`src/rtl/data_access_ctrl_pkg.sv`:
```
// Shared op codes, pointer modes, state encoding and memory region bounds.
package data_access_ctrl_pkg;

  localparam logic [2:0] OP_LD   = 3'b000;
  localparam logic [2:0] OP_ST   = 3'b001;
  localparam logic [2:0] OP_PUSH = 3'b010;
  localparam logic [2:0] OP_POP  = 3'b011;
  localparam logic [2:0] OP_IN   = 3'b100;
  localparam logic [2:0] OP_OUT  = 3'b101;

  localparam logic [1:0] PM_DIRECT   = 2'b00;
  localparam logic [1:0] PM_POST_INC = 2'b01;
  localparam logic [1:0] PM_PRE_DEC  = 2'b10;
  localparam logic [1:0] PM_DISP     = 2'b11;

  localparam logic [15:0] SP_RESET_DEF = 16'h085F;
  localparam logic [15:0] REG_TOP      = 16'h001F;
  localparam logic [15:0] IO_TOP       = 16'h005F;
  localparam logic [15:0] SRAM_TOP     = 16'h085F;

  localparam int unsigned RD_LAT_DEF = 3;
  localparam int unsigned WR_LAT_DEF = 2;
  localparam int unsigned CNT_W      = 4;

  typedef enum logic [1:0] {
    ST_IDLE   = 2'd0,
    ST_SETUP  = 2'd1,
    ST_ACCESS = 2'd2,
    ST_DONE   = 2'd3
  } state_t;

  // Request fields captured when start is accepted.
  typedef struct packed {
    logic [2:0]  op;
    logic [1:0]  mode;
    logic [15:0] addr;
    logic [15:0] ptr;
    logic [5:0]  disp;
    logic [7:0]  wdata;
  } req_t;

  function automatic logic op_legal(input logic [2:0] op);
    return op <= OP_OUT;
  endfunction

  function automatic logic op_is_write(input logic [2:0] op);
    return (op == OP_ST) || (op == OP_PUSH) || (op == OP_OUT);
  endfunction

  function automatic logic op_is_io(input logic [2:0] op);
    return (op == OP_IN) || (op == OP_OUT);
  endfunction

endpackage

```
`src/rtl/data_access_ctrl_addr_gen.sv`:
```
// Effective address, pointer write-back and next-SP computation for one request.
import data_access_ctrl_pkg::*;

module data_addr_gen (
  input  logic [2:0]  op,
  input  logic [1:0]  ptr_mode,
  input  logic [15:0] addr_in,
  input  logic [15:0] ptr_in,
  input  logic [5:0]  disp,
  input  logic [15:0] sp,
  output logic [15:0] eff_addr_c,
  output logic [15:0] ptr_out_c,
  output logic        ptr_we_c,
  output logic [15:0] sp_next_c,
  output logic        sp_we_c
);

  // Address arithmetic is 16-bit modular; wrap is silent.
  always_comb begin
    eff_addr_c = addr_in;
    ptr_out_c  = ptr_in;
    ptr_we_c   = 1'b0;
    sp_next_c  = sp;
    sp_we_c    = 1'b0;
    case (op)
      OP_LD, OP_ST: begin
        case (ptr_mode)
          PM_DIRECT: eff_addr_c = addr_in;
          PM_POST_INC: begin
            eff_addr_c = ptr_in;
            ptr_out_c  = ptr_in + 16'd1;
            ptr_we_c   = 1'b1;
          end
          PM_PRE_DEC: begin
            eff_addr_c = ptr_in - 16'd1;
            ptr_out_c  = ptr_in - 16'd1;
            ptr_we_c   = 1'b1;
          end
          default: eff_addr_c = ptr_in + {10'b0, disp};
        endcase
      end
      OP_PUSH: begin
        eff_addr_c = sp;
        sp_next_c  = sp - 16'd1;
        sp_we_c    = 1'b1;
      end
      OP_POP: begin
        eff_addr_c = sp + 16'd1;
        sp_next_c  = sp + 16'd1;
        sp_we_c    = 1'b1;
      end
      OP_IN, OP_OUT: eff_addr_c = {10'b0, addr_in[5:0]};
      default: ;
    endcase
  end

endmodule

```
`src/rtl/data_access_ctrl.sv`:
```
// Sequences one data request into timed memory_map bus activity; owns the SP.
import data_access_ctrl_pkg::*;

module data_access_ctrl #(
  parameter int unsigned RD_LAT   = RD_LAT_DEF,
  parameter int unsigned WR_LAT   = WR_LAT_DEF,
  parameter logic [15:0] SP_RESET = SP_RESET_DEF
) (
  input  logic        clk,
  input  logic        rst_n,
  input  logic        start,
  input  logic [2:0]  op,
  input  logic [1:0]  ptr_mode,
  input  logic [15:0] addr_in,
  input  logic [15:0] ptr_in,
  input  logic [5:0]  disp,
  input  logic [7:0]  wdata,
  input  logic [7:0]  mm_q,
  input  logic        sp_load,
  input  logic [15:0] sp_load_val,
  output logic [15:0] mm_addr,
  output logic        mm_we,
  output logic [7:0]  mm_data,
  output logic        mm_io_only,
  output logic        busy,
  output logic        done,
  output logic        err,
  output logic [7:0]  rdata,
  output logic [15:0] ptr_out,
  output logic        ptr_we,
  output logic [15:0] sp
);

  state_t             state;
  req_t               req;
  logic [CNT_W-1:0]   cnt;
  logic [15:0]        sp_pend;
  logic               sp_pend_we;
  logic               ptr_pend_we;

  logic [15:0]        eff_addr_c;
  logic [15:0]        ptr_out_c;
  logic               ptr_we_c;
  logic [15:0]        sp_next_c;
  logic               sp_we_c;

  data_addr_gen u_addr_gen (
    .op         (req.op),
    .ptr_mode   (req.mode),
    .addr_in    (req.addr),
    .ptr_in     (req.ptr),
    .disp       (req.disp),
    .sp         (sp),
    .eff_addr_c (eff_addr_c),
    .ptr_out_c  (ptr_out_c),
    .ptr_we_c   (ptr_we_c),
    .sp_next_c  (sp_next_c),
    .sp_we_c    (sp_we_c)
  );

  // Request FSM, bus drive, read capture and SP/pointer update.
  always_ff @(posedge clk or negedge rst_n) begin
    if (!rst_n) begin
      state       <= ST_IDLE;
      req         <= '0;
      cnt         <= '0;
      sp_pend     <= '0;
      sp_pend_we  <= 1'b0;
      ptr_pend_we <= 1'b0;
      mm_addr     <= '0;
      mm_we       <= 1'b0;
      mm_data     <= '0;
      mm_io_only  <= 1'b0;
      busy        <= 1'b0;
      done        <= 1'b0;
      err         <= 1'b0;
      rdata       <= '0;
      ptr_out     <= '0;
      ptr_we      <= 1'b0;
      sp          <= SP_RESET;
    end else begin
      done   <= 1'b0;
      err    <= 1'b0;
      ptr_we <= 1'b0;
      case (state)
        ST_IDLE: begin
          if (start) begin
            req   <= '{op: op, mode: ptr_mode, addr: addr_in, ptr: ptr_in,
                       disp: disp, wdata: wdata};
            busy  <= 1'b1;
            state <= ST_SETUP;
          end
        end
        ST_SETUP: begin
          if (!op_legal(req.op)) begin
            done  <= 1'b1;
            err   <= 1'b1;
            state <= ST_DONE;
          end else begin
            mm_addr     <= eff_addr_c;
            mm_data     <= req.wdata;
            mm_we       <= op_is_write(req.op);
            mm_io_only  <= op_is_io(req.op);
            cnt         <= op_is_write(req.op) ? CNT_W'(WR_LAT - 1) : CNT_W'(RD_LAT - 1);
            sp_pend     <= sp_next_c;
            sp_pend_we  <= sp_we_c;
            ptr_pend_we <= ptr_we_c;
            if (ptr_we_c) ptr_out <= ptr_out_c;
            state       <= ST_ACCESS;
          end
        end
        ST_ACCESS: begin
          mm_we <= 1'b0;
          if (cnt == '0) begin
            if (!op_is_write(req.op)) rdata <= mm_q;
            if (sp_pend_we) sp <= sp_pend;
            ptr_we <= ptr_pend_we;
            done   <= 1'b1;
            state  <= ST_DONE;
          end else begin
            cnt <= cnt - CNT_W'(1);
          end
        end
        default: begin
          busy  <= 1'b0;
          state <= ST_IDLE;
        end
      endcase
      // An explicit SP load overrides any stack-op update on the same edge.
      if (sp_load) sp <= sp_load_val;
    end
  end

endmodule

```
`config.mk`:
```
export PLATFORM = sky130hd
export DESIGN_NAME = data_access_ctrl
export DESIGN_NICKNAME = d
export VERILOG_FILES = /design/src/rtl/data_access_ctrl_pkg.sv /design/src/rtl/data_access_ctrl_addr_gen.sv /design/src/rtl/data_access_ctrl.sv
export SDC_FILE = /design/constraint.sdc
export NUM_CORES = 1
export LEC_CHECK = 0
export BUFFER_PORTS_ARGS = -buffer_cell sky130_fd_sc_hd__buf_4
export CORE_UTILIZATION = 50
export DETAILED_ROUTE_END_ITERATION = 12
export PLACE_DENSITY = 0.73
export SLEW_MARGIN = 5
export SYNTH_ARGS = -nofsm -noshare
export SYNTH_HDL_FRONTEND = slang
export SYNTH_SLANG_ARGS = --single-unit
export TNS_END_PERCENT = 100
```
`constraint.sdc`:
```
create_clock -name clk -period 3.1 [get_ports clk]
set_input_delay 0 -clock clk [delete_from_list [all_inputs] [get_ports clk]]
set_output_delay 0 -clock clk [all_outputs]
set_load 0.05 [all_outputs]
```
==> Yosys cells after proc, flatten, opt, wreduce, memory -nomap -nowiden <==
Index checks and enable logic that the tools add are counted.
{ "word_totals": {"reg_bits": 145, "input_bits": 79, "out_inout_bits": 70, "elab_cells": 99} }
{ "op_classes": {"addsub": 6, "n_lt_le_gt_ge": 1, "eq_ne": 13, "mux": 30, "n_bitwise": 2, "n_reduce_logical": 25} }
{ "ops": {"columns": ["op", "count"], "rows": [
  ["$mux W16", 5],
  ["$pmux W16 S2", 2],
  ["$pmux W16 S4", 1],
  ["$pmux W16 S3", 1],
  ["$add A16 B1 Y16 const B", 2],
  ["$sub A16 B1 Y16 const B", 2],
  ["$add A16 B6 Y16", 1],
  ["$reduce_and A3 Y1", 4],
  ["$mux W1", 11],
  ["$reduce_and A2 Y1", 5],
  ["$reduce_or A2 Y1", 5],
  ["$mux W4", 2],
  ["$ne A2 B2 Y1 const B", 4],
  ["$pmux W4 S2", 1],
  ["$reduce_bool A2 Y1", 4],
  ["$eq A3 B2 Y1 const B", 2],
  ["$eq A3 B3 Y1 const B", 2],
  ["$mux W2", 3],
  ["$pmux W1 S2", 3],
  ["$pmux W2 S3", 1],
  ["$eq A2 B1 Y1 const B", 2],
  ["$eq A2 B2 Y1 const B", 2],
  ["$logic_not A2 Y1", 2],
  ["$logic_not A4 Y1", 1],
  ["other kinds (6)", 9]
]} }

==> Longest topological paths before layout <==
Gate-level depths: netlist of the first run.
{ "depth": {"ltp_word": 6, "mapped_depth": 9, "depth_no_buf": 8} }

==> By module <==
A second synthesis of the first run with hierarchy kept.
{ "unflattened": {"cells_unflattened": 871, "hier_area_um2": 8675.8} }
{ "modules_own_cells": {"columns": ["mod", "instances", "cells_each", "area_per_inst_um2", "seq_area_each_um2"], "rows": [
  ["data_access_ctrl", 1, 411, 5839.4, 3637.2],
  ["data_addr_gen", 1, 460, 2836.5, 0.0]
]} }

==> Worst setup path after synthesis of the first run <==
OpenSTA, ideal clock, no wires.
{ "synth_path": {"path_kind": "reg-to-reg", "start": "register req[15] in the netlist's numbering", "end": "register mm_addr[12]", "setup_time_ns": 0.065, "arrival_time_ns": 2.397, "t_required_ns": 3.035, "slack_ns": 0.637, "path_stages_with_launch": 10, "path_buffers": 1, "synth_period_minus_slack_ns": 2.463, "path_cell_list": "dfrtp_1 clkbuf_1 inv_1 ha_1 or3b_1 or4b_4 xor2_1 nand2b_4 a221oi_2 a211o_1"} }
{ "synth_via": {"elab_chain_len": 3, "word_cells_on_any_way": 4, "classes_between": "add/sub: 2; mux: 2"} }
{ "synth_lines": {"columns": ["element", "line", "source"], "rows": [
  ["start: declaration", "data_access_ctrl.sv:35", "req_t req;"],
  ["start signal: assignment", "data_access_ctrl.sv:88", "req <= '{op: op, mode: ptr_mode, addr: addr_in, ptr: ptr_in,"],
  ["$add A16 B6 Y16 or $sub A16 B1 Y16 (tied branches)", "data_access_ctrl_addr_gen.sv:39, data_access_ctrl_addr_gen.sv:35", null],
  ["$pmux W16 S3 *", "data_access_ctrl_addr_gen.sv:27", "case (ptr_mode)"],
  ["$pmux W16 S4 *", "data_access_ctrl_addr_gen.sv:25", "case (op)"],
  ["end signal: assignment", "data_access_ctrl.sv:100", "mm_addr <= eff_addr_c;"],
  ["end: declaration", "data_access_ctrl.sv:21", "output logic [15:0] mm_addr,"]
]} }
Every way passes the cells marked *; elsewhere a longest branch is shown, timed or not.
A chain may end at the register's enable or synchronous reset.

==> Worst setup path in the final report of the first run <==
{ "layout_path": {"start": "register state[0]", "end": "register sp[2]"} }
{ "layout_via": {"elab_chain_len": 3} }
{ "layout_lines": {"columns": ["element", "line", "source"], "rows": [
  ["start: declaration", "data_access_ctrl.sv:34", "state_t state;"],
  ["start signal: assignment", "data_access_ctrl.sv:64", "state <= ST_IDLE;"],
  ["start signal: assignment", "data_access_ctrl.sv:91", "state <= ST_SETUP;"],
  ["start signal: assignment", "data_access_ctrl.sv:98", "state <= ST_DONE;"],
  ["$eq A2 B2 Y1", "data_access_ctrl.sv:85", "case (state)"],
  ["$reduce_bool A2 Y1 (no source line)", null, null],
  ["$reduce_and A3 Y1 (no source line)", null, null],
  ["end signal: assignment", "data_access_ctrl.sv:116", "if (sp_pend_we) sp <= sp_pend;"],
  ["end signal: assignment", "data_access_ctrl.sv:130", "if (sp_load) sp <= sp_load_val;"],
  ["end: declaration", "data_access_ctrl.sv:31", "output logic [15:0] sp"]
]} }
No other way between the ends.

==> metrics list, run 1 <==
- Once the floorplan was initialized, standard cells occupied 51.47% of the core.
* Drt via density: 5.678
- The worst register-to-register path ends at sp[2]$_DFFE_PN1P_.
* Ratio of cells with drive above 1 in the final layout: 25.52%
- STA puts the critical path data required time at 3.47 ns.
- Number of cells on the worst reg-to-reg path: 9
- The first global-routing pass estimated 36630 um of wire.
* Minimum clock period: 2.795 ns
* Std-Cell Core Area: 0.01594 mm^2
- Sequential share of the synthesized area: 44.33%
- The floorplan has 46 rows.
- Cells taking the most area after synthesis: dfrtp_1 42%, mux2_2 8.2%, nand2_1 5.8%
- After the last flow step, the layout net total stands at 1188.
- Cells fill 70.20% of the core in the end.
* Total power after layout: 11.91 mW
* Total setup violations reported at the end of the flow: 0
* Mapped Cells: 860
- Final Slew Violations: 0
- Post-CTS repair changed the size of 0 cells.
- Arrival time worst endpoint: 3.16 ns
- Startpoint of the lowest-slack register-to-register path: state[0]$_DFFE_PN0P_
* F_max: 357.8 MHz
- Across all hold checks on the routed design, the worst slack comes to 0.2390 ns.
- In this run the vertical extent of the chip is 130.1 um.
- Number of fill cells in the layout: 1163
- Die width: 130.1 um
- Pin placement for this block handled 149 I/O pins.
- Post-synthesis register bit count: 145
* Avg Inst Size Synth: 9.541 um^2
* Post-route ant nets: 0
* Half-perimeter wire length after placement: 15170 um
- Top cell types by occurrence after synthesis: 138 x dfrtp_1, 127 x nand2_1, 65 x o21ai_0
- Clock-pin slew on the worst setup and hold paths: 0.07 ns
- Largest net degree at the start of global routing: 95
- In this run switching power makes up 45.62% of total power.
- Switching Power: 5.432 mW
- After global routing the overflow that remains totals 0.
- Worst-case vdd ir drop: 573.4 uV
* Maximum clock path buffer count: 2
- Summing all multi-input logic gate instances after layout gives 0.004217 mm^2.
* Cell area power density: 1064 mW/mm^2
* Element type at the critical path start: flip-flop
- The analysis attributes to cell leakage a power of 5.006 nW.
- Hold violation count in the final report: 0
- Clk root buf: clkbuf_16
- Count of different cell masters after synthesis: 68
- Category of the critical setup timing path: reg2reg
- The congestion estimate from routability-driven global placement came to 0.9133.
* Total routing resource utilization after global routing: 28.36%
- The via count of the first global-routing pass came to 7244.
- Most used standard cell by instance count after synthesis: dfrtp_1
* Clk Latency, worst-skew pair: 0.44 ns
- Synth area leader: dfrtp_1
* Max H-tree Level: 4
- The worst setup path is captured at a flip-flop.
* Post-route fraction of the period consumed by the critical path: 90.17%
* Measured slew at the worst slew-check pin: 0.8702 ns
- The clock net in this run drives a total of 145 sinks.
* Clock tree from TritonCTS: yes
- In the synthesized netlist the async set-or-reset flop fraction comes to 100.0%.
- Total via count in the routed design: 7478
* Area share of the largest cell type after synthesis: 42.09%
- Iter 0 DRT Violations: 605
* Number of optimization iterations in the first detailed-route pass: 5
* Register Area: 0.003637 mm^2
* Prevailing post-synth register cell: dfrtp_1
- Setup slack of the worst register-to-register path: 0.30 ns
- Counting flops with a built-in enable in the synthesized netlist gives 0.
- Worst slew margin relative to its limit: 41.99%
- Worst Clk Skew: 0.01506 ns
* Clock power share: 18.6%
- From synthesis to final layout, the design area changed by 36.40%.
* Total wire length: 22780 um
* Outcome: complete, no violations
- In this run, flip-flops and latches consume 31.2% of the power.
- After synthesis the cells add up to 0.008205 mm^2.
- Avg WL per Cell: 17.30 um
- Port Buf Inserts: 148
* CTS hold repair buffers: 109
- Setup repair after global routing left no endpoint under its margin.
* Residual DRC count: 0
- Yosys printed 0 warnings.
- Worst Path Max Fanout: 16
- Internal: 6.474 mW
- Die Outline Area: 0.01693 mm^2
* Part of the total power dissipated in combinational logic: 50.2%
- Post-CTS Setup Inserts: 0
* Number of antenna violations at the first check in global routing: 0
* CTS Buf Count: 17
- Across the run, the number of max-cap violations was 0.
- Number of antenna repair diodes: 0
* Setup TNS Final: 0 ns
- Post-Syn Nets: 960
* Class of the tightest hold or removal check: in2async
[per-stage QoR]
step	area, um^2	cells	setup WS [ns]
after floorplan	8205	860	0.6372
after global placement	9467	1176	0.6017
after detailed placement	9467	1176	0.5640
after CTS	11190	1317	0.3723
after global routing	11190	1317	0.1307
final	11190	1317	0.3049
[kinds of logic (layout without fill, tap and decap cells)]
family,Yosys count,count (layout),share of synthesized area (%)
buffers and inverters,85,326,4.315
and+or+nand+nor,286,286,16.36
xor gates and xnor gates,59,59,6.298
muxes,79,79,10.55
DFF,145,145,44.33
AOI/OAI and AO/OA,185,185,14.85
adders and majority gates,21,21,3.294
[critical path: stages (launching register included)]
cell           delay [ns]
dfrtp_1              0.40
inv_1                0.11
ha_1                 0.37
nor4bb_1             0.41
buf_4                0.21
nand2_1              0.05
buf_4                0.23
mux2i_1              0.15
o21ai_0              0.20
dlygate4sd3_1        0.59
[final cells by class]
class | count | area share, %
clock buffer | 17 | 3.801
clock inverter | 15 | 1.867
inverter | 20 | 0.6708
multi-input combinational | 630 | 37.67
sequential | 145 | 32.50
tap | 216 | 2.415
timing repair buffer | 274 | 21.07
[state kept, by name, indices dropped and copies added (netlist names)]
name and cells:
mm_data 8, mm_addr 16, ptr_we 1, mm_io_only 1, mm_we 1, err 1
sp 16, ptr_pend_we 1, busy 1, sp_pend 16, req 51, sp_pend_we 1
ptr_out 16, cnt 4, done 1, rdata 8, state 2
[placed cells by master, fill, tap and decap left out, types with 10 or more instances in the layout]
cell type      synthesis  layout
buf_4                  1     162
dfrtp_1              138     138
nand2_1              127     126
dlygate4sd3_1          0     109
o21ai_0               65      65
mux2_2                60      60
nor2_1                54      54
xnor2_1               34      34
a21oi_1               28      28
nor3_1                27      27
xor2_1                25      25
inv_1                 20      20
ha_1                  20      20
mux2i_1               19      19
nand3_1               17      17
a221oi_1              17      17
clkbuf_16              0      17
a31oi_1               12      12
nand4_1               10      10
[how the worst max path moves through the flow]
stage	from	to	slack, ns	depth (start not counted)
3_5_place_dp	req[15]$_DFFE_PN0P_	mm_addr[12]$_DFFE_PN0P_	0.56	8
2_1_floorplan	req[15]$_DFFE_PN0P_	mm_addr[12]$_DFFE_PN0P_	0.64	9
6_report	state[0]$_DFFE_PN0P_	sp[2]$_DFFE_PN1P_	0.30	9
3_3_place_gp	req[15]$_DFFE_PN0P_	mm_addr[12]$_DFFE_PN0P_	0.60	8
5_1_grt	state[0]$_DFFE_PN0P_	sp[1]$_DFFE_PN1P_	0.13	9
4_1_cts	state[0]$_DFFE_PN0P_	sp[2]$_DFFE_PN1P_	0.37	9
[power by group through the flow]
stage | logic, mW | clock network (mW) | registers, mW
final | 5.98 | 2.22 | 3.71
after global routing | 6.49 | 2.33 | 3.82
after CTS | 5.93 | 2.24 | 3.67
after detailed placement | 5.77 | 0 | 3.69
after global placement | 5.69 | 0 | 3.67
after floorplan | 3.47 | 0 | 4.30
[metal layers]
metal  global-route usage (%)  up-vias  part of all wire, %
met2                    47.06      310                   48
met1                    36.40     3606                   43
met3                    5.617       46                  6.3
met4                    11.42        0                  2.6
li1                         -     3516                    -
met5                        0        -                    0
(Power assumes the default switching activity.)
==> inputs of run 2 (changes only) <==
Settings changed: CELL_PAD_IN_SITES_DETAIL_PLACEMENT from default to 0, CELL_PAD_IN_SITES_GLOBAL_PLACEMENT from default to 1, CORE_UTILIZATION 50 to 43, PLACE_DENSITY 0.73 to default, PLACE_DENSITY_LB_ADDON from default to 0.1.
==> metrics list, run 2 (same netlist as run 1, synthesis figures left out) <==
- Post-route ant nets: 0 (unchanged)
* Die width: 140.1 um (+7.7%)
- The aggregate negative setup slack was 0 ns (unchanged).
- RSZ-0062 raised after global routing: false
- By startpoint and endpoint, the worst setup path is classified as reg2reg.
* CTS Buf Count: 17 (unchanged)
* Vert. Die Dim: 140.1 um (+7.7%)
* Area growth syn-to-layout: 36.75%
- The final critical-path share of the clock period is 84.26% (-5.9 points).
- The maximum number of pins on one net before global-route repair came to 80 (-16%).
* Total routing resource utilization after global routing: 25.82% (-2.5 points)
- The largest fanout on the critical path came to 12 (-4).
* Total setup violations reported at the end of the flow: 0 (unchanged)
* Final weighted congestion in routability-driven placement: 0.8805 (-3.6%)
- The final-report hold violation count came to 0 (unchanged).
* Delay of the slowest cell on the worst path: 0.51 ns (-0.08 ns)
* Clock-pin slew on the worst setup and hold paths: 0.07 ns (about the same)
* Element type at the critical path start: flip-flop
* Total Nets Final: 1190 (+0.17%)
- The min-delay analysis places its worst path in the category in2reg.
- The total overflow reported by the global router was 0 (unchanged).
- The static leakage was 5.035 nW (+0.59%).
- The library cell used most frequently in the layout, excluding fill and tap cells, is buf_4.
* Clk root buf: clkbuf_16
- Maximum capacitance violations: 0 (unchanged)
- The DRC marker count from the first detailed-route iteration was 421 (-30%).
* Worst slew margin relative to its limit: 48.84% (+6.9 points)
- The clock network latency to the later pin of the worst-skew pair is 0.43 ns (about the same).
- Ratio of cells with drive above 1 in the final layout: 25.93% (+0.41 points)
- The total number of clock tree sinks came to 145 (unchanged).
- The final count of pins violating max slew came to 0 (unchanged).
- The starting density of the core came to 43.87% (-7.6 points).
- The area of the core came to 0.01871 mm^2 (+17%).
* Post-CTS Resized: 0 (unchanged)
- The required time of the critical path came to 3.47 ns (about the same).
* Max H-tree Level: 4 (unchanged)
- The number of standard-cell rows in the floorplan came to 50 (+8.7%).
- Traced cell by cell, the critical path runs through inv_1 > ha_1 > or3b_1 > or4b_4 > xor2_1 > nand2b_4 > a221oi_2 > a211o_1.
- Number of optimization iterations in the first detailed-route pass: 5 (unchanged)
- Cell with the biggest individual delay on the critical path: dfrtp_1
- The flow ran to the end, and the final reports show no timing, DRC or antenna violations.
* Post-Place Cell Area: 0.009514 mm^2 (+0.50%)
* Maximum clock path buffer count: 2 (unchanged)
- The total via count after detailed routing came to 7328 (-2.0%).
- The placed wire-length estimate after detailed placement is 17410 um (+15%).
* Cell class contributing the biggest share of worst-path delay: simple AND/OR/NAND/NOR gates
- Number of antenna violations at the first check in global routing: 1 (+1)
* Drt via density: 5.481 (-3.5%)
- More flip-flops sit in one register than any other, and that register is req.
* Setup slack of the worst register-to-register path: 0.49 ns (+0.18 ns)
* Clock tree from TritonCTS: yes
* Die Outline Area: 0.01964 mm^2 (+16%)
- Flip-flop count of the largest register after layout: 51 (unchanged)
* Highest-count cells in the layout ignoring fill and taps: 168 x buf_4, 138 x dfrtp_1, 126 x nand2_1
* Worst Clk Skew: 0.01380 ns (-0.001253 ns)
* Cell area power density: 1083 mW/mm^2 (+1.8%)
- The average routed wire per standard cell was 18.26 um (+5.6%).
- The post-CTS setup repair buffer count came to 0 (unchanged).
- The count of port buffers added during placement came to 148 (unchanged).
* Total wire length: 24410 um (+7.2%)
* Boundary Pins: 149 (unchanged)
* Worst-case vdd ir drop: 483.7 uV (-16%)
- The diode insertion count for antenna repair came to 0 (unchanged).
* Wire length of the first global-routing pass: 39280 um (+7.3%)
- The final core area utilization is 59.99% (-10 points).
- The finished layout cell area was 0.01122 mm^2 (+0.26%).
- The actual slew at the worst max-slew pin is 0.7674 ns (-0.1028 ns).
- The number of buffers and inverters on the critical path came to 1 (-3).
- Minimum clock period: 2.612 ns (-0.1830 ns)
* F_max: 382.8 MHz (+7.0%)
- The critical path data arrival time came to 2.98 ns (-0.18 ns).
- The count of unresolved DRC violations after routing was 0 (unchanged).
* Vias in the first global route: 7343 (+1.4%)
- Crit end category: flip-flop
[run 2: cell count changes in the layout (fill, tap and decap cells not counted), sizes merged]
cell         before  now
inv              22   28
buf             165  170
clkinvlp          6    2
dlygate4sd3     109  106
clkinv            3    1
[run 2: area by class of cell]
type                       count  area, um^2
sequential                   145        3637
inverter                      20       75.07
timing repair buffer         276        2354
fill                        1623        7485
clock buffer                  17       425.4
tap                          234       292.8
multi-input combinational    630        4217
clock inverter                15       220.2
[run 2: metal layers]
metal	share of wire (%)	vias to the layer above	global-route usage (%)	wire [um]
li1	-	3513	-	-
met3	3.7	27	4.171	901
met5	0	-	0	0
met2	49	213	42.97	12000
met4	1.9	0	7.924	469
met1	45	3575	34.54	11040
[run 2: what timing repair did]
action	4_1_cts	5_1_grt
endpoints found under the setup margin	0	0
endpoints found under the hold margin	149	0
hold buffers	106	0
[run 2: worst reg2reg max path: stages, from the launching register on]
cell,delay (ns)
dfrtp_1,0.51
inv_1,0.17
ha_1,0.31
or3b_1,0.41
or4b_4,0.49
xor2_1,0.15
nand2b_4,0.16
a221oi_2,0.23
a211o_1,0.12
[run 2: final timing paths]
check                                     from                 endpoint  cells after the start
max                        req[14]$_DFFE_PN0P_  mm_addr[12]$_DFFE_PN0P_                      8
min                                    sp_load       sp[14]$_DFFE_PN0P_                      3
max reg2reg                req[14]$_DFFE_PN0P_  mm_addr[12]$_DFFE_PN0P_                      8
min reg2reg                 req[7]$_DFFE_PN0P_   mm_data[7]$_DFFE_PN0P_                      2
max in group asynchronous                rst_n       sp[11]$_DFFE_PN1P_                      3
min in group asynchronous                rst_n   sp_pend[4]$_DFFE_PN0P_                      2
[run 2: report_power, final]
group / internal (mW) / switching [mW]
Sequential: 2.72 / 0.973
Combinational: 2.43 / 3.73
Clock: 1.38 / 0.927
Total: 6.53 / 5.63
[run 2: stage by stage]
step,setup slack (ns),power (mW),hold slack (ns),cells
6_report,0.4879,12.16,0.02553,1337
5_1_grt,0.2963,12.91,0.02426,1337
4_1_cts,0.5082,12.21,0.01604,1337
3_5_place_dp,0.5181,9.734,0.09374,1199
3_3_place_gp,0.5695,9.629,0.08044,1199
2_1_floorplan,0.6372,7.770,-0.2956,860
==> inputs of run 3 (changes only) <==
Settings changed: ABC_AREA from default to 1, CORE_UTILIZATION 43 to 37.
Clock period 3.1 ns to 2.18 ns, I/O delays scaled along.
==> metrics list, run 3 <==
* Worst slew margin relative to its limit: 56.76% (+7.9 points)
- The clock network latency to the later pin of the worst-skew pair was 0.43 ns (about the same).
- Counting flops per register, the top entry is req.
- The count of nets after finishing came to 1458 (+23%).
- The fraction of synthesis flops using an asynchronous set or reset pin came to 100.0% (unchanged).
- Total routing resource utilization after global routing: 24.40% (-1.4 points)
- Max H-tree Level: 4 (unchanged)
* Vias in the first global route: 8375 (+14%)
- Half-perimeter wire length after placement: 20810 um (+20%)
- Largest net degree at the start of global routing: 62 (-23%)
- The final-report hold violation count came to 0 (unchanged).
- Boundary Pins: 149 (unchanged)
- Crit-path cells: inv_1 > ha_1 > inv_1 > nor2_1 > inv_1 > nor2_4 > mux2_2
- Iter 0 DRT Violations: 426 (+1.2%)
- The top-area cell type share of the netlist area was 40.58% (-1.5 points).
* Library cell appearing most often on the critical path: inv_1
* Warnings from Yosys: 0 (unchanged)
* Die Outline Area: 0.02361 mm^2 (+20%)
- Worst endpoint required time: 2.50 ns (-0.97 ns)
* Clock tree from TritonCTS: yes
- The worst setup path is launched from a flip-flop.
* Residual DRC count: 0 (unchanged)
- Post-route fraction of the period consumed by the critical path: 90.81% (+6.5 points)
* Total setup violations reported at the end of the flow: 0 (unchanged)
- Count of flip-flops with a built-in enable after synthesis: 0 (unchanged)
* Class of the tightest hold or removal check: in2async
* Compound-Gate Fraction of Synth Area: 12.67% (-2.2 points)
* Minimum clock period: 1.980 ns (-0.6324 ns)
- The area share of fa/ha/maj cells after synthesis was 3.176% (-0.12 points).
- Avg WL per Cell: 16.75 um (-8.2%)
- The worst reg2reg path depth came to 7 (-1).
* Post-synthesis register bit count: 145 (unchanged)
- Maximum clock path buffer count: 2 (unchanged)
* Std-Cell Core Area: 0.02257 mm^2 (+21%)
- The run finished with clean final reports.
* Most used standard cell by instance count after synthesis: nand2_1
* Post-Synth Simple-Gate Area: 28.18% (+12 points)
* Number of fill cells in the layout: 2290 (+41%)
- The aggregate negative setup slack came to 0 ns (unchanged).
- Number of antenna violations at the first check in global routing: 0 (-1)
* Top cell types by occurrence after synthesis: 230 x nand2_1, 145 x nor2_1, 138 x dfrtp_1
* Clk root buf: clkbuf_16
- Crit end category: flip-flop
* Highest-count cells in the layout ignoring fill and taps: 229 x nand2_1, 183 x buf_4, 145 x nor2_1
* Category of the critical setup timing path: reg2reg
- In this run the critical register-to-register path is captured at rdata[5]$_DFFE_PN0P_.
- The routed via count divided by cell count is 5.084 (-7.2%).
- The power density relative to cell area is 1491 mW/mm^2 (+38%).
* Vert. Die Dim: 153.7 um (+9.7%)
- The distinct cell type count after synthesis was 48 (-29%).
- After synthesis, the cell types taking the most area are dfrtp_1 41%, nand2_1 10%, nand3_1 7.6%.
- The wire length reported by the detailed router was 27730 um (+14%).
- The largest incremental delay on the critical path is 0.40 ns (-0.11 ns).
* Total via count in the routed design: 8414 (+15%)
- The largest fanout on the critical path came to 8 (-4).
* Placement row count: 55 (+10%)
* Overflow after GRT: 0 (unchanged)
- The worst register-to-register path begins at state[0]$_DFFE_PN0P_.
- Post-route setup slack: 0.2003 ns (-0.2876 ns)
* CTS Buf Count: 17 (unchanged)
- The worst voltage drop across the vdd grid was 993.8 uV (+110%).
- Setup slack of the worst register-to-register path: 0.20 ns (-0.29 ns)
* Flip-flop count of the largest register after layout: 51 (unchanged)
- The number of standard cells in the layout, taps in and fillers out came to 1655 (+24%).
- The fraction of synthesized cell area in xor and xnor cells was 0.5146% (-5.8 points).
* Clock-pin slew on the worst setup and hold paths: 0.07 ns (about the same)
- Area growth syn-to-layout: 36.43%
* Ratio of cells with drive above 1 in the final layout: 21.75% (-4.2 points)
* Area of the mapped netlist: 0.008511 mm^2 (+3.7%)
- Cell count after placement: 1531 (+28%)
- Final Slew Violations: 0 (unchanged)
- Number of antenna repair diodes: 0 (unchanged)
- The total number of clock tree sinks came to 145 (unchanged).
- Post-route ant nets: 0 (unchanged)
* Setup slack after placement: 0.1602 ns (-0.3579 ns)
* Share of synthesized area spent on multiplexers: 4.896% (-5.7 points)
- Synth area leader: dfrtp_1
* Die width: 153.7 um (+9.7%)
* Number of optimization iterations in the first detailed-route pass: 7 (+2)
- The area of the multi-input gates came to 0.004218 mm^2 (about the same).
- The critical path data arrival time came to 2.30 ns (-0.68 ns).
* Register Area: 0.003637 mm^2 (unchanged)
* Largest family of logic cells by synthesized area: simple AND/OR/NAND/NOR gates
- Most common library cell in the layout ignoring fill and taps: nand2_1
* Post-CTS Setup Inserts: 0 (unchanged)
* Cell with the biggest individual delay on the critical path: dfrtp_1
* Post-Syn Nets: 1206 (+26%)
- Measured slew at the worst slew-check pin: 0.6486 ns (-0.1188 ns)
- The sequential share of the synthesized area is 42.74% (-1.6 points).
* RSZ-0062 raised after global routing: false
- Hold Slack: 0.1342 ns (+0.1087 ns)
* Mapped Cells: 1106 (+29%)
* Prevailing post-synth register cell: dfrtp_1
- Maximum capacitance violations: 0 (unchanged)
- The worst setup skew after layout is 0.01232 ns (-0.001487 ns).
- The post-synthesis average cell area is 7.695 um^2 (-19%).
- Effective utilization at floorplan: 37.71% (-6.2 points)
- The static leakage was 5.447 nW (+8.2%).
- The first-pass GRT wire length was 45200 um (+15%).
- Final weighted congestion in routability-driven placement: 0.8955 (+1.7%)
- The count of port buffers added during placement was 148 (unchanged).
* F_max: 505.1 MHz (+32%)
[run 3: changes by cell type in the layout (fill, tap and decap cells not counted), sizes merged, moves of 12 or more]
cell,before,now
inv,28,118
buf,170,189
xor2,25,4
mux2,60,37
mux2i,19,0
xnor2,34,1
a21oi,28,81
dlygate4sd3,106,93
nor2,54,159
nand2,127,234
nor3,27,8
o211ai,1,13
nand3,17,131
[run 3: cell families (layout without fill, tap and decap cells)]
| group | Yosys count | in the layout |
|---|---|---|
| AOI/OAI and AO/OA | 189 | 189 |
| xor gates and xnor gates | 5 | 5 |
| adders and majority gates | 21 | 21 |
| buffers and inverters | 159 | 423 |
| DFF | 145 | 145 |
| muxes | 37 | 37 |
| and+or+nand+nor | 550 | 550 |
[run 3: per-layer routing]
layer	share of wire (%)	track usage, %	routed length, um
met5	0	0	0
met4	0.94	5.238	261
met3	4.2	3.918	1170
met2	46	40.06	12800
met1	49	33.78	13490
[run 3: timing repair]
item,CTS,global route
gates resized for setup,0,2
endpoints found under the setup margin,0,2
hold buffers,93,0
hold endpoints to repair,134,0
[run 3: stage by stage]
stage / util (%) / cell area, um^2 / total power, mW
floorplan: - / 8511 / 11.32
global placement: 44.77 / 10100 / 14.25
detailed placement: 44.77 / 10100 / 14.32
CTS: 51.41 / 11600 / 17.41
global route: 51.44 / 11610 / 18.63
finish: 51.44 / 11610 / 17.31
[run 3: power by group]
group / switching, mW / total (mW) / internal, mW / leakage (nW)
combinational: 6.17 / 9.43 / 3.26 / 3.47
sequential: 1.08 / 5.00 / 3.93 / 1.70
clock: 1.36 / 2.88 / 1.52 / 0.275
total: 8.60 / 17.3 / 8.71 / 5.45
[run 3: worst max-delay path by stage]
stage,end,start,cells past startpoint
6_report,rdata[5]$_DFFE_PN0P_,state[0]$_DFFE_PN0P_,7
5_1_grt,mm_addr[0]$_DFFE_PN0P_,req[47]$_DFFE_PN0P_,6
4_1_cts,rdata[5]$_DFFE_PN0P_,state[0]$_DFFE_PN0P_,7
3_5_place_dp,rdata[5]$_DFFE_PN0P_,state[0]$_DFFE_PN0P_,7
3_3_place_gp,rdata[3]$_DFFE_PN0P_,state[0]$_DFFE_PN0P_,7
2_1_floorplan,mm_addr[10]$_DFFE_PN0P_,req[14]$_DFFE_PN0P_,11
[run 3: area by class of cell]
cell class	count	share of cell area, %
clock buffer	17	3.664
clock inverter	14	1.228
inverter	110	3.578
multi-input combinational	802	36.33
sequential	145	31.33
tap	285	3.071
timing repair buffer	282	20.81
[run 3: worst max-delay path, delay by kind of cell, from the launching register on]
kind	cells	cell delay (ns)
adder cells (fa/ha/maj)	1	0.26
AND/OR/NAND/NOR	2	0.45
flip-flops	1	0.40
buffers and inverters	3	0.39
multiplexers	1	0.37
